$ cat src/rtl/uart_rx_ext.sv
// uart_rx_ext: oversampling UART receiver with majority voting, parity, framing and break detection
module uart_rx_ext #(
  parameter int N_BIT  = 8,
  parameter int N_TICK = 16,
  parameter int N_STOP = 1
) (
  input  logic             CLK,
  input  logic             RESET,
  input  logic             TICK,
  input  logic             RX,
  input  logic [1:0]       PARITY_MODE,
  output logic             RX_DONE,
  output logic [N_BIT-1:0] DOUT,
  output logic             PARITY_ERR,
  output logic             FRAME_ERR,
  output logic             BREAK,
  output logic [2:0]       STATE
);
  localparam int SW = $clog2(N_TICK);
  localparam int NW = $clog2(N_BIT);
  localparam logic [SW-1:0] S_LO  = SW'(N_TICK/2-1);
  localparam logic [SW-1:0] S_MID = SW'(N_TICK/2);
  localparam logic [SW-1:0] S_HI  = SW'(N_TICK/2+1);
  localparam logic [SW-1:0] S_END = SW'(N_TICK-1);
  localparam logic [NW-1:0] N_END = NW'(N_BIT-1);
  localparam logic          K_END = 1'(N_STOP-1);
  typedef enum logic [2:0] {IDLE, START, DATA, PAR, STOP, BRK_WAIT} state_t;
  state_t state, state_n;
  logic rx_m, rx_s;
  logic [SW-1:0] s;
  logic [NW-1:0] n;
  logic k;
  logic [1:0] smp, mode;
  logic bit_v, par, perr, ferr, zero_ok;
  logic [N_BIT-1:0] sh;
  logic maj, at_hi, at_end, done, brk_c;
  assign maj    = (smp[0] & smp[1]) | (smp[0] & rx_s) | (smp[1] & rx_s);
  assign at_hi  = TICK && s == S_HI;
  assign at_end = TICK && s == S_END;
  always_ff @(posedge CLK or posedge RESET)
    if (RESET) {rx_m, rx_s} <= 2'b11;
    else {rx_m, rx_s} <= {RX, rx_m};
  always_ff @(posedge CLK or posedge RESET)
    if (RESET) state <= IDLE;
    else state <= state_n;
  always_comb begin
    state_n = state;
    case (state)
      IDLE:     state_n = rx_s ? IDLE : START;
      START:    state_n = (at_hi && maj) ? IDLE : at_end ? DATA : START;
      DATA:     state_n = (at_end && n == N_END) ? (^mode ? PAR : STOP) : DATA;
      PAR:      state_n = at_end ? STOP : PAR;
      STOP:     state_n = done ? (brk_c ? BRK_WAIT : IDLE) : STOP;
      BRK_WAIT: state_n = rx_s ? IDLE : BRK_WAIT;
      default:  state_n = IDLE;
    endcase
  end
  always_comb begin
    done  = state == STOP && at_hi && k == K_END;
    brk_c = sh == '0 && zero_ok && !maj;
    STATE = state;
  end
  // Frame datapath; a new frame starts from a clean slate while idle.
  always_ff @(posedge CLK or posedge RESET)
    if (RESET) begin
      s <= '0;
      n <= '0;
      k <= 1'b0;
      smp <= 2'b11;
      mode <= 2'b00;
      bit_v <= 1'b1;
      par <= 1'b0;
      perr <= 1'b0;
      ferr <= 1'b0;
      zero_ok <= 1'b0;
      sh <= '0;
      RX_DONE <= 1'b0;
      DOUT <= '0;
      PARITY_ERR <= 1'b0;
      FRAME_ERR <= 1'b0;
      BREAK <= 1'b0;
    end else begin
      RX_DONE <= done;
      if (state == IDLE) begin
        s <= '0;
        n <= '0;
        k <= 1'b0;
        par <= 1'b0;
        perr <= 1'b0;
        ferr <= 1'b0;
        zero_ok <= 1'b1;
        if (!rx_s) mode <= PARITY_MODE;
      end else if (TICK && state != BRK_WAIT) begin
        s <= (s == S_END) ? '0 : s + 1'b1;
        if (s == S_LO) smp[0] <= rx_s;
        if (s == S_MID) smp[1] <= rx_s;
        if (s == S_HI) bit_v <= maj;
        if (state == DATA && s == S_END) begin
          sh <= {bit_v, sh[N_BIT-1:1]};
          par <= par ^ bit_v;
          n <= n + 1'b1;
        end
        if (state == PAR && s == S_END) begin
          perr <= bit_v != (par ^ mode[1]);
          zero_ok <= zero_ok & ~bit_v;
        end
        if (state == STOP && s == S_HI && !maj) ferr <= 1'b1;
        if (state == STOP && s == S_END) k <= k + 1'b1;
        if (done) begin
          DOUT <= sh;
          PARITY_ERR <= perr;
          FRAME_ERR <= ferr | ~maj;
          BREAK <= brk_c;
        end
      end
    end
endmodule

$ cat config.mk
export PLATFORM = sky130hd
export DESIGN_NAME = uart_rx_ext
export DESIGN_NICKNAME = d
export VERILOG_FILES = /design/src/rtl/uart_rx_ext.sv
export SDC_FILE = /design/constraint.sdc
export NUM_CORES = 1
export LEC_CHECK = 0
export CAP_MARGIN = 20
export CELL_PAD_IN_SITES_DETAIL_PLACEMENT = 0
export CELL_PAD_IN_SITES_GLOBAL_PLACEMENT = 2
export CORE_MARGIN = 2
export CORE_UTILIZATION = 41
export DETAILED_ROUTE_END_ITERATION = 6
export PLACE_DENSITY_LB_ADDON = 0.1
export SLEW_MARGIN = 25
export SYNTH_ARGS = -nofsm -noshare
export SYNTH_HDL_FRONTEND = slang
export SYNTH_SLANG_ARGS = --single-unit
$ cat constraint.sdc
create_clock -name CLK -period 3.57 [get_ports CLK]
set_clock_uncertainty 0.2 [all_clocks]
set_input_delay 0.5355 -clock CLK [delete_from_list [all_inputs] [get_ports CLK]]
set_output_delay 0.5355 -clock CLK [all_outputs]
set_load 0.005 [all_outputs]
==> flow_metrics.env <==
export IMPL_diodes=0
export IMPL_drtIter0Drc=63
export IMPL_power_internal_mw=0.860
export IMPL_vias=1335
export IMPL_worstPathMaxFanout=22
export IMPL_dieHeight_um=73.7
export IMPL_crit_required_ns=2.83
export IMPL_max_stage_delay_ns=0.77
export IMPL_finalCritPeriodShare=0.677
export IMPL_drv_cap=0
export IMPL_cp_start_kind="flip-flop"
export IMPL_firstDrtPassIters=4
export IMPL_vias_per_cell=5.52
export IMPL_die_w_um=73.7
export IMPL_antenna_found_initial=0
export IMPL_tightestPinTransition_ns=0.893
export IMPL_final_common_cell="dfrtp_1"
export IMPL_slew_headroom=0.404
export IMPL_syn_to_final_growth_pct=17.4
export IMPL_grt_remaining_overflow=0
export IMPL_synth_avg_cell_area_um2=12.1
export IMPL_setup_slack_ns=1.15
export IMPL_slew_violations=0
export IMPL_drc_errors=0
export IMPL_synthCells=165
export IMPL_arrival_ns=1.68
export IMPL_ys_types=42
export IMPL_leakage_nw=1.09
export IMPL_cts_root_buf="clkbuf_8"
export IMPL_drive_above_1_share=0.229
export IMPL_p_comb_frac=0.245
export IMPL_grt_start_max_net_pins=24
export IMPL_swShare=0.321
export IMPL_fin_nets=198
export IMPL_syn_nets=176
export IMPL_ys_seq_area_frac=0.530
export IMPL_clock_power_share=0.247
export IMPL_final_setup_tns_ns=0
export IMPL_coreArea_mm2=0.00469
export IMPL_pre_cts_ws_ns=0.820
export IMPL_post_cts_resized=0
export IMPL_grt_pass1_vias=1287
export IMPL_gp_congestion=0.762
export IMPL_hold_class="reg2reg"
export IMPL_path_buf_inv=1
export IMPL_whs_ns=0.159
export IMPL_seqPwrFrac=0.509
export IMPL_ant_nets=0
export IMPL_cts_sinks=42
export IMPL_cts_buffers=5
export IMPL_setup_viol=0
export IMPL_htreeDepth=2
export IMPL_mostFrequentLayoutCells="37 x dfrtp_1, 23 x mux2_2, 20 x clkdlybuf4s50_1"
export IMPL_finalHoldViolations=0
export IMPL_fp_dieArea_mm2=0.00544
export IMPL_syn_area_mm2=0.00199
export IMPL_hpwl_mm=2.78
export IMPL_clock_fmax_mhz=414
export IMPL_cpLargestDelayFamily="flip-flops"
export IMPL_worst_setup_path_type="reg2out"
export IMPL_status="complete, no violations"
export IMPL_top_level_ports=21
export IMPL_powerDensity_mw_per_mm2=541
export IMPL_drt_total_wl_mm=3.78
export IMPL_worst_skew_pair_late_latency_ns=0.29
export IMPL_cts_setup_buffers=0
export IMPL_yosysWarnings=0
export IMPL_std_cell_rows=25
export IMPL_cts_tree="yes"
export IMPL_end_kind="output pin"
export IMPL_async_flop_share=1.00
export IMPL_start_util=0.425
export IMPL_power_switching_mw=0.406
export IMPL_synth_top_flop_cell="dfrtp_1"
export IMPL_grtUsageTotal=0.156
export IMPL_slowest_stage="dfrtp_1"
export IMPL_period_needed_ns=2.42
export IMPL_cts_buffer_depth=2
export IMPL_synth_seq_cells=42
export IMPL_worstPathCellList="clkdlybuf4s50_1"
export IMPL_synth_edf_count=0
export IMPL_irDropWorstVdd_mv=0.377
export IMPL_io_buffers=20
export IMPL_path_clk_slew_ns=0.08
export IMPL_ctsHoldBuffers=0
export IMPL_routedWlPerCell_um=15.6
export IMPL_rsz0062_at_grt="false"
export IMPL_grt_pass1_wl_mm=6.41
[power by group through the flow]
stage               Sequential, mW  Clock (mW)  Combinational [mW]
finish                       0.644       0.313               0.310
global route                 0.655       0.344               0.349
CTS                          0.641       0.323               0.314
detailed placement           0.650           0               0.313
global placement             0.645           0               0.308
floorplan                    0.610           0               0.238
[routing by layer]
metal	routed length, um	part of all wire	track usage
met1	1890	0.50	0.225
met3	102	0.027	0.0412
met4	20	0.0053	0.0424
met2	1770	0.47	0.230
met5	0	0	0
[sequential cells by signal, summed over array words and instances, names as in the netlist]
register and cells:
BREAK 1, sh 8, FRAME_ERR 1, DOUT 8
perr 1, RX_DONE 1, n 3, k 1
s 4, bit_v 1, PARITY_ERR 1, par 1
STATE 3, rx_s 1, smp 2, mode 2
ferr 1, zero_ok 1, rx_m 1
[cell usage after synthesis (all sizes together), types with 2 or more instances]
| cell type | number | share of area |
|---|---|---|
| a21o | 4 | 0.015 |
| a21oi | 5 | 0.013 |
| a22o | 7 | 0.031 |
| buf | 3 | 0.0075 |
| clkbuf | 4 | 0.0075 |
| dfrtp | 37 | 0.46 |
| dfstp | 5 | 0.066 |
| ha | 5 | 0.031 |
| inv | 8 | 0.015 |
| mux2 | 23 | 0.13 |
| nand2 | 7 | 0.013 |
| nand3 | 3 | 0.0075 |
| nor2 | 7 | 0.013 |
| nor2b | 3 | 0.0094 |
| nor3 | 4 | 0.010 |
| nor4 | 2 | 0.0063 |
| o211ai | 2 | 0.0075 |
| o21ai | 5 | 0.013 |
| o2bb2ai | 3 | 0.013 |
| or2 | 2 | 0.0063 |
| or4 | 3 | 0.011 |
| xnor2 | 2 | 0.0088 |
| xor2 | 2 | 0.0088 |
[kinds of logic after synthesis]
kind of cell / after synthesis / synth area share
flip-flops: 42 / 0.530
AND/OR/NAND/NOR: 40 / 0.125
AO/OA/AOI/OAI: 34 / 0.126
multiplexers: 24 / 0.135
buffers and inverters: 15 / 0.0301
adder cells (fa/ha/maj): 6 / 0.0364
XOR/XNOR: 4 / 0.0176
[cell type report]
class                   count  area, um2
inverters                   8       30.0
clock buffers               6       82.6
fillers                   422       2350
flip-flops and latches     42       1060
clock inverters             2       12.5
repair buffers             22        215
multi-input cells         108        877
well taps                  54       67.6
[path summary, 6_finish.rpt]
check / from / to / slack, ns / cells after the start
max in group asynchronous: RESET / bit_v / 1.86 / 3
worst max register to register: s[0] / sh[5] / 1.23 / 4
worst max-delay path: STATE[1] / STATE[1] / 1.15 / 1
worst min register to register: rx_m / rx_s / 0.16 / 0
min in group asynchronous: RESET / ferr / 0.54 / 2
worst min-delay path: rx_m / rx_s / 0.16 / 0
[stage by stage]
step / power (mW) / instance area, um2 / std cells / utilization
2_1_floorplan: 0.849 / 1990 / 165 / -
5_1_grt: 1.35 / 2340 / 242 / 0.499
3_3_place_gp: 0.953 / 2250 / 234 / 0.479
4_1_cts: 1.28 / 2340 / 242 / 0.499
3_5_place_dp: 0.962 / 2250 / 234 / 0.479
6_report: 1.27 / 2340 / 242 / 0.499
No activity file was read; power rests on OpenSTA's default activity.
